--- config.mk ---
export PLATFORM = sky130hd
export DESIGN_NAME = ex_mem_wb_regs
export DESIGN_NICKNAME = d
export VERILOG_FILES = /design/src/rtl/ex_mem_wb_regs.sv
export SDC_FILE = /design/constraint.sdc
export NUM_CORES = 1
export LEC_CHECK = 0
export CAP_MARGIN = 20
export CELL_PAD_IN_SITES_DETAIL_PLACEMENT = 0
export CELL_PAD_IN_SITES_GLOBAL_PLACEMENT = 2
export CORE_MARGIN = 4
export CORE_UTILIZATION = 28
export DETAILED_ROUTE_END_ITERATION = 8
export GPL_TIMING_DRIVEN = 1
export PLACE_DENSITY_LB_ADDON = 0.1
export SKIP_CTS_REPAIR_TIMING = 1
export SLEW_MARGIN = 20
export SYNTH_ARGS = -nofsm -noshare
export SYNTH_HDL_FRONTEND = slang
export SYNTH_SLANG_ARGS = --single-unit
--- constraint.sdc ---
create_clock -name Clk -period 3.5 [get_ports Clk]
set_input_delay 0.7 -clock Clk [delete_from_list [all_inputs] [get_ports Clk]]
set_output_delay 0.7 -clock Clk [all_outputs]
set_load 0.005 [all_outputs]
--- src/rtl/ex_mem_wb_regs.sv ---
// EX->MEM and MEM->WB pipeline registers feeding the forwarding mux.
// Inserts load-use bubbles into MEM on Stall and counts them (saturating).
module ex_mem_wb_regs #(
  parameter int unsigned CNT_W = 16
) (
  input  logic             Clk,
  input  logic             RstN,
  input  logic             Halt,
  input  logic             Stall,
  input  logic [5:0]       EXRegisterNumber,
  input  logic             EXWriteEn,
  input  logic [31:0]      EXAluResult,
  input  logic             EXLoad,
  input  logic [31:0]      MemReadData,
  output logic [5:0]       MEMRegisterNumber,
  output logic [31:0]      MEMAluResultData,
  output logic             MEMLoad,
  output logic [5:0]       WBRegisterNumber,
  output logic [31:0]      WBAluResultData,
  output logic [31:0]      WBReadData,
  output logic             WBLoad,
  output logic             WBWriteEn,
  output logic [CNT_W-1:0] BubbleCount
);

  logic [5:0]       mem_num_q,   mem_num_d;
  logic [31:0]      mem_alu_q,   mem_alu_d;
  logic             mem_load_q,  mem_load_d;
  logic [5:0]       wb_num_q,    wb_num_d;
  logic [31:0]      wb_alu_q,    wb_alu_d;
  logic [31:0]      wb_rdata_q,  wb_rdata_d;
  logic             wb_load_q,   wb_load_d;
  logic [CNT_W-1:0] bubble_cnt_q, bubble_cnt_d;

  // Priority: Halt freezes everything; otherwise WB always advances and
  // Stall only chooses between a bubble and the EX instruction for MEM.
  always_comb begin
    mem_num_d    = mem_num_q;
    mem_alu_d    = mem_alu_q;
    mem_load_d   = mem_load_q;
    wb_num_d     = wb_num_q;
    wb_alu_d     = wb_alu_q;
    wb_rdata_d   = wb_rdata_q;
    wb_load_d    = wb_load_q;
    bubble_cnt_d = bubble_cnt_q;
    if (!Halt) begin
      wb_num_d   = mem_num_q;
      wb_alu_d   = mem_alu_q;
      wb_load_d  = mem_load_q;
      wb_rdata_d = mem_load_q ? MemReadData : '0;
      if (Stall) begin
        mem_num_d  = '0;
        mem_alu_d  = '0;
        mem_load_d = 1'b0;
        if (bubble_cnt_q != '1) begin
          bubble_cnt_d = bubble_cnt_q + {{(CNT_W-1){1'b0}}, 1'b1};
        end
      end else begin
        mem_num_d  = EXWriteEn ? EXRegisterNumber : '0;
        mem_alu_d  = EXAluResult;
        mem_load_d = EXLoad;
      end
    end
  end

  always_ff @(posedge Clk or negedge RstN) begin
    if (!RstN) begin
      mem_num_q    <= '0;
      mem_alu_q    <= '0;
      mem_load_q   <= 1'b0;
      wb_num_q     <= '0;
      wb_alu_q     <= '0;
      wb_rdata_q   <= '0;
      wb_load_q    <= 1'b0;
      bubble_cnt_q <= '0;
    end else begin
      mem_num_q    <= mem_num_d;
      mem_alu_q    <= mem_alu_d;
      mem_load_q   <= mem_load_d;
      wb_num_q     <= wb_num_d;
      wb_alu_q     <= wb_alu_d;
      wb_rdata_q   <= wb_rdata_d;
      wb_load_q    <= wb_load_d;
      bubble_cnt_q <= bubble_cnt_d;
    end
  end

  assign MEMRegisterNumber = mem_num_q;
  assign MEMAluResultData  = mem_alu_q;
  assign MEMLoad           = mem_load_q;
  assign WBRegisterNumber  = wb_num_q;
  assign WBAluResultData   = wb_alu_q;
  assign WBReadData        = wb_rdata_q;
  assign WBLoad            = wb_load_q;
  assign WBWriteEn         = (wb_num_q != '0);
  assign BubbleCount       = bubble_cnt_q;

endmodule

==> results.md, run 1 <==
- The final total power is 0.00424 W.
- The total inserted antenna cells is 0.
- The internal cell power is 0.00324 W.
- For this block, the via count after detailed routing is 3978.
- The distinct cell type count of the synthesized netlist is 35.
- The number of cells on the worst reg-to-reg path is 5.
- After detailed routing, the average wire length per cell comes to 15.9 um.
- By count the netlist is led by 126 x sky130_fd_sc_hd__dfrtp_1, 115 x sky130_fd_sc_hd__nand2_1, 69 x sky130_fd_sc_hd__o21ai_0, 40 x sky130_fd_sc_hd__mux2_2, 31 x sky130_fd_sc_hd__nand2b_1.
- The capturing point of the worst reg2reg path is BubbleCount[1]$_DFFE_PN0P_.
- In this run the deepest clock path goes through 2 buffers.
- The TritonCTS buffer count is 17.
- The clock period could shrink to 2.40 ns.
- The max-slew violation count is 0.
- In this run the power density over the cells is 528 mW/mm^2.
- The post-synthesis register bit count is 126.
- The H-tree generated during clock tree synthesis spans 4 levels.
- The worst pin sits at a relative slew slack of 48.8%.
- The number of optimization iterations in the first detailed-route pass is 5.
- In this run the count of I/O pins placed on the die edge is 203.
- Sequential cells burn 40.4% of the power.
- In the routed design, unresolved DRC markers number 0.
- The post-synth design cell area is 0.00514 mm^2.
- Setup violations remaining at the end of the flow were counted as 0.
- On the final layout, the worst clock skew is 0.00641 ns.
- The area taken by flip-flops and latches is 0.00315 mm^2.
- The post-synthesis to final-layout area growth is 56.2%.
- The region available for standard cell placement spans 0.0180 mm^2.
- Yosys mapped a number of flops with a built-in enable equal to 0.
- The utilization after layout is 44.5%.
- The initial antenna violation count came to 0.
- The via density per instance is 4.39.
- The ratio of cells with drive above 1 in the final layout is 13.3%.
- The synthesized instance count is 465.
- Across the run, the number of max-cap violations was 0.
- At the pin with the least slew margin, the transition time is 0.768 ns.
- The peak supply drop is 333 uV.
- The area taken by multi-input logic gates is 0.00188 mm^2.
- Clock-pin slew was measured on the worst setup and hold paths at 0.06 ns.
- Dividing the synthesized area by the synthesized cell count gives 11.0 um^2.
- The pin count of the biggest net entering global routing is 101.
- The total overflow left after global routing is 0.
- The class of the tightest hold or removal check is input port to async pin.
- The share of total power consumed by net switching is 23.5%.
- The most common cell in the synthesized netlist is sky130_fd_sc_hd__dfrtp_1.
- The worst setup path is of the register to output pin kind.
- After synthesis, the share of flip-flops with an asynchronous set or reset is 100%.
- The leakage power summed over all cells is 3.46 nW.
- The final-stage net count is 741.
- The endpoint arrival time on the critical path is 1.70 ns.
- The wire length reported by the detailed router is 14400 um.
- Based on the critical path, the design can be clocked at up to 417 MHz.
- The filler cells instantiated in the layout total 1746.
- The flow ran to the end, and the final reports show no timing, DRC or antenna violations.
- Dividing the final minimum period by the clock period gives 68.5%.
- The count of synthesis-stage warnings from yosys is 0.
- The startpoint type of the worst setup path is a register.
- The x dimension of the die is 143 um.
- The cell sitting at the root of the clock tree is a sky130_fd_sc_hd__clkbuf_16.
- The sum of negative setup slack is 0 ns.
- The area of all placed cells without fillers is 0.00802 mm^2.
- Routability-driven placement finished with a final weighted congestion of 0.767.
- For this design, the sink count on the clock tree is 126.
- The share of the Yosys chip area taken by registers is 61.4%.
- Setup repair after global routing left no endpoint under its margin.
- The wire-length estimate of the detail-placed layout is 9890 um.
- Input and output buffers added on the ports amount to 202.
- The kind of capture point of the worst setup path is an output pin.
- The maximum fanout encountered on the critical timing path is 3.
- The total number of placement rows is 49.
- Global routing used 14.4% of the available tracks.
- The vertical die dimension is 143 um.
- The placed instances occupy a cell area of 0.00740 mm^2.
- The global-route wire length before repair is 22900 um.
- The share of the synthesized area in the top cell type is 61.4%.
- The worst register-to-register path begins at BubbleCount[0]$_DFFE_PN0P_.
- The floorplan step defined a die boundary enclosing 0.0206 mm^2.
- Tracing the worst setup path back leads to its startpoint at WBRegisterNumber[3]$_DFFE_PN0N_.
- The net count after synthesis is 542.
- The latest clock arrival within the worst-skew pair is 0.42 ns.
- The final hold violation count came to 0.
- The remaining antenna violation count after routing is 0.
- The biggest area contributor in the post-synthesis netlist is sky130_fd_sc_hd__dfrtp_1.
- The CTS tree is yes.
- For this configuration, the core starts out at a cell density of 28.5%.
- The power share of the combinational group is 15.5%.
- The internal reg-to-reg setup slack is 1.69 ns.
- The required time of the worst setup path is 2.80 ns.
- The most frequently used flop master after synthesis is sky130_fd_sc_hd__dfrtp_1.
- The part of the power in the clock network is 44.0%.
- The net switching power figure is 0.000996 W.
- The number of global-route vias before repair is 4086.
- The first routing iteration left 147 violations.
- The critical path endpoint is WBWriteEn.
- Sorting the synthesized cells by area gives the leading types as sky130_fd_sc_hd__dfrtp_1 61%, sky130_fd_sc_hd__mux2_2 8.8%, sky130_fd_sc_hd__nand2_1 8.4%.
## registers in the layout, indices dropped and copies added (netlist names)
name,cells
BubbleCount,16
MEMAluResultData,32
MEMLoad,1
MEMRegisterNumber,6
WBAluResultData,32
WBLoad,1
WBReadData,32
WBRegisterNumber,6
## metal layers
| metal | vias to the layer above | routed length, um | global-route usage (%) |
|---|---|---|---|
| met1 | 1867 | 6330 | 18.7 |
| met4 | 0 | 206 | 4.96 |
| li1 | 1958 | - | - |
| met5 | - | 0 | 0 |
| met2 | 140 | 6540 | 21.3 |
| met3 | 13 | 1330 | 6.76 |
## through the flow
stage	hold slack (ns)	worst slack, ns	cells
after detailed placement	0.477	1.10	874
after CTS	0.219	1.02	906
after global routing	0.239	0.973	906
final	0.206	1.10	906
after global placement	0.465	1.12	874
after floorplan	0.404	1.79	465
## power by group through the flow
stage	logic [W]	clock network (W)	registers, W
finish	0.000657	0.00187	0.00171
global route	0.000721	0.00200	0.00174
CTS	0.000675	0.00192	0.00172
detailed placement	0.000672	0	0.00174
global placement	0.000668	0	0.00173
floorplan	0.000201	0	0.00173
## layout make-up
| class | count | area share (%) |
|---|---|---|
| Clock buffer | 21 | 5.74 |
| Clock inverter | 11 | 2.04 |
| Multi-Input combinational cell | 312 | 23.4 |
| Sequential cell | 126 | 39.3 |
| Tap cell | 229 | 3.57 |
| Timing Repair Buffer | 207 | 26.0 |
## how the worst min path moves through the flow
stage                     slack [ns]                              end                        from  cells after the start
after detailed placement        0.48       WBReadData[27]$_DFFE_PN0N_  WBReadData[27]$_DFFE_PN0N_                      2
after CTS                       0.22  WBAluResultData[28]$_DFFE_PN0N_                        RstN                      1
after global routing            0.24  WBAluResultData[28]$_DFFE_PN0N_                        RstN                      1
final                           0.21  WBAluResultData[28]$_DFFE_PN0N_                        RstN                      1
after global placement          0.47       WBReadData[18]$_DFFE_PN0N_  WBReadData[18]$_DFFE_PN0N_                      2
after floorplan                 0.40       BubbleCount[0]$_DFFE_PN0P_                        RstN                      0
## cells by family (layout without fill, tap and decap cells)
family                     count (synthesis)  count (layout)  synth area share [%]
muxes                                     41              41                  9.06
AOI/OAI and AO/OA                         80              80                  8.21
buffers and inverters                     27             239                  2.12
DFF                                      126             126                  61.4
adders and majority gates                  1               1                 0.244
xor gates and xnor gates                  12              12                  2.05
and+or+nand+nor                          178             178                  17.0
## worst max-delay path, cell delays in order (launching register included)
cell and delay, ns:
sky130_fd_sc_hd__dfrtp_1 0.39, sky130_fd_sc_hd__nor4_1 0.34, sky130_fd_sc_hd__nand2_1 0.10, sky130_fd_sc_hd__clkdlybuf4s50_1 0.45
## cell usage in the layout, fill, tap and decap left out, types with 4 or more instances in the layout
master / n
sky130_fd_sc_hd__clkinv_2: 4
sky130_fd_sc_hd__clkbuf_16: 17
sky130_fd_sc_hd__a21oi_1: 4
sky130_fd_sc_hd__nand2_1: 115
sky130_fd_sc_hd__nand3_1: 4
sky130_fd_sc_hd__dfrtp_1: 126
sky130_fd_sc_hd__o21ai_0: 69
sky130_fd_sc_hd__mux2_2: 40
sky130_fd_sc_hd__nand2b_1: 31
sky130_fd_sc_hd__xor2_1: 10
sky130_fd_sc_hd__nor2_1: 5
sky130_fd_sc_hd__bufinv_16: 4
sky130_fd_sc_hd__nand4_1: 4
sky130_fd_sc_hd__clkdlybuf4s50_1: 200
sky130_fd_sc_hd__buf_4: 4
(Power assumes the default switching activity.)
==> run 2, diff against run 1 <==
Settings changed: CORE_UTILIZATION 28 to 24.
Clock period 3.5 ns to 2.2 ns, I/O delays scaled along.
==> run 2 against run 1 <==
  * Combinational power rose by 60%
  * Clock power grew 47%
  * Critical path depth unchanged
  * Sequential power rose by 59%
  * Cell area is 0.69% higher
==> results.md, run 2 (synthesis gave the netlist of run 1 again) <==
- The total power per unit cell area is 806 mW/mm^2 (+53%).
- The relative max-transition margin came to 47.8% (-1.0 points).
- The final-stage net count was 746 (+0.67%).
- The ratio of cells with drive above 1 in the final layout came to 13.8% (+0.51 points).
- The half-perimeter wire length after detailed placement is 10300 um (+4.5%).
- The global-route wire length before repair is 23800 um (+4.0%).
- The leakage power summed over all cells was 3.46 nW (about the same).
- The number of violations reported at the end of detailed-routing iteration 0 is 162 (+10%).
- The total via count after detailed routing is 3954 (-0.60%).
- Compared with the post-synthesis result, the final layout area differs by 57.2%.
- The combined global-route utilization of all metal layers is 12.6% (-1.8 points).
- The initial antenna violation count is 0 (unchanged).
- The total number of placement rows is 53 (+8.2%).
- The initial standard-cell utilization of the core was 24.4% (-4.1 points).
- The number of levels the H-tree was split into is 4 (unchanged).
- The number of failing setup endpoints in the final timing report is 0 (unchanged).
- The top cell types in the final layout, fill and taps aside, are 200 x sky130_fd_sc_hd__clkdlybuf4s50_1, 126 x sky130_fd_sc_hd__dfrtp_1, 115 x sky130_fd_sc_hd__nand2_1.
- The wire length reported by the detailed router came to 14800 um (+2.7%).
- Among all stages on the critical path, the largest delay is contributed by sky130_fd_sc_hd__clkdlybuf4s50_1.
- The worst hold path belongs to the class input port to async pin.
- The clock tree buffer depth came to 2 (unchanged).
- The cell family contributing the most delay on the critical path is buffers and inverters.
- The remaining antenna violation count after routing is 0 (unchanged).
- The number of buffers and inverters on the critical path is 1 (unchanged).
- The CTS tree is yes.
- The worst setup path is of the register to output pin kind.
- The weighted congestion reported at the end of routability-driven placement is 0.723 (-5.7%).
- The required time of the worst setup path is 1.76 ns (-1.04 ns).
- The kind of capture point of the worst setup path is an output pin.
- The area taken by multi-input logic gates is 0.00188 mm^2 (unchanged).
- The delay contributed by the slowest stage of the critical path is 0.46 ns (about the same).
- The max-slew violation count is 0 (unchanged).
- The vertical die dimension is 154 um (+7.6%).
- The library cell used as clock root buffer is sky130_fd_sc_hd__clkbuf_16.
- The utilization after layout is 38.4% (-6.1 points).
- The most common cell after layout, fill and taps aside is sky130_fd_sc_hd__clkdlybuf4s50_1.
- The area of all placed cells without fillers came to 0.00808 mm^2 (+0.69%).
- The number of buffers inserted by port buffering was 202 (unchanged).
- The total inserted antenna cells was 0 (unchanged).
- The number of remaining DRC errors is 0 (unchanged).
- The max capacitance violation total came to 0 (unchanged).
- The x dimension of the die is 154 um (+7.6%).
- The clock-pin transition on the worst setup and hold timing paths is 0.06 ns (about the same).
- The endpoint arrival time on the critical path is 1.63 ns (-0.07 ns).
- The via density per instance is 4.14 (-5.8%).
- The maximum fanout encountered on the critical timing path is 3 (unchanged).
- The TritonCTS buffer count came to 17 (unchanged).
- The worst setup path is launched from a register.
- The run finished with clean final reports.
- The remaining global-route overflow came to 0 (unchanged).
- The transition time at the pin with the least slew margin is 0.784 ns (+0.0153 ns).
- The setup skew after layout came to 0.00877 ns (+0.00237 ns).
- Static timing analysis puts the maximum clock frequency at 483 MHz.
- The number of global-route vias before repair is 4205 (+2.9%).
- Setup repair after global routing left no endpoint under its margin.
- The core outline area was 0.0210 mm^2 (+17%).
- The latest clock arrival within the worst-skew pair was 0.41 ns (about the same).
- The area taken by flip-flops and latches is 0.00315 mm^2 (unchanged).
- The cell count after placement came to 924 (+5.7%).
- The post-layout instance count excluding filler cells is 956 (+5.5%).
- The fill cell total of the finished layout came to 2064 (+18%).
- The pin count of the biggest net entering global routing came to 94 (-6.9%).
- For the finished layout, the period the worst path requires is 2.07 ns.
- The number of I/O pins is 203 (unchanged).
- The number of clock sinks seen by CTS was 126 (unchanged).
- Walking the worst path, the cells encountered are nor4_1 > nand2_1 > clkdlybuf4s50_1.
- The instance area after placement is 0.00749 mm^2 (+1.3%).
- The number of optimization iterations in the first detailed-route pass is 4 (-1).
- The sum of negative setup slack was 0 ns (unchanged).
- The total die area is 0.0238 mm^2 (+16%).
- The final critical-path share of the clock period is 94.0%.
- The peak supply drop is 481 uV (+44%).
- The final hold violation count is 0 (unchanged).
- The wire length per cell after detailed routing is 15.5 um (-2.7%).
## run 2: cell count changes in the layout (fill, tap and decap cells not counted), sizes merged
| cell | previous run | this run |
|---|---|---|
| dlygate4sd3 | 0 | 1 |
| clkinvlp | 2 | 3 |
| bufinv | 4 | 2 |
| buf | 7 | 11 |
| clkbuf | 21 | 20 |
| inv | 0 | 1 |
## run 2: path summary, 6_finish.rpt
| kind | from | to | slack (ns) | depth (start not counted) |
|---|---|---|---|---|
| worst max register to register | BubbleCount[0]$_DFFE_PN0P_ | BubbleCount[1]$_DFFE_PN0P_ | 0.51 | 5 |
| min in group Clk | WBReadData[21]$_DFFE_PN0N_ | WBReadData[21]$_DFFE_PN0N_ | 0.48 | 2 |
| worst min-delay path | RstN | MEMAluResultData[30]$_DFFE_PN0N_ | 0.40 | 2 |
| max in group asynchronous | RstN | WBReadData[5]$_DFFE_PN0N_ | 1.23 | 3 |
| worst min register to register | WBReadData[21]$_DFFE_PN0N_ | WBReadData[21]$_DFFE_PN0N_ | 0.48 | 2 |
| worst max-delay path | WBRegisterNumber[3]$_DFFE_PN0N_ | WBWriteEn | 0.13 | 3 |
## run 2: per-stage QoR
step	setup slack, ns	total power, W	hold slack, ns
after global routing	0.0598	0.00685	0.397
final	0.131	0.00651	0.397
after detailed placement	0.0949	0.00384	0.277
after floorplan	0.604	0.00307	0.144
after global placement	0.118	0.00383	0.278
after CTS	0.107	0.00665	-0.172
## run 2: where the power goes
group,leakage (nW),switching (W),total (W),internal (W)
clock,0.278,0.00102,0.00274,0.00171
sequential,1.67,0.000180,0.00272,0.00254
combinational,1.52,0.000381,0.00105,0.000674
total,3.46,0.00158,0.00651,0.00493
## run 2: final cells by class
class | instances | area share [%]
timing repair buffer | 212 | 26.4
tap | 275 | 4.26
sequential | 126 | 39.0
multi-input combinational | 312 | 23.2
clock inverter | 11 | 1.44
clock buffer | 20 | 5.65
## run 2: per-layer routing
layer / global-route usage, % / wire (um)
met5: 0 / 0
met2: 19.3 / 6700
met4: 4.29 / 192
met1: 15.9 / 6570
met3: 5.82 / 1340
==> run 3, diff against run 2 <==
Settings changed: CTS_CLUSTER_DIAMETER from default to 60.
==> results of run 3 <==
The final DEF is identical to that of run 2; final timing and power are the same.
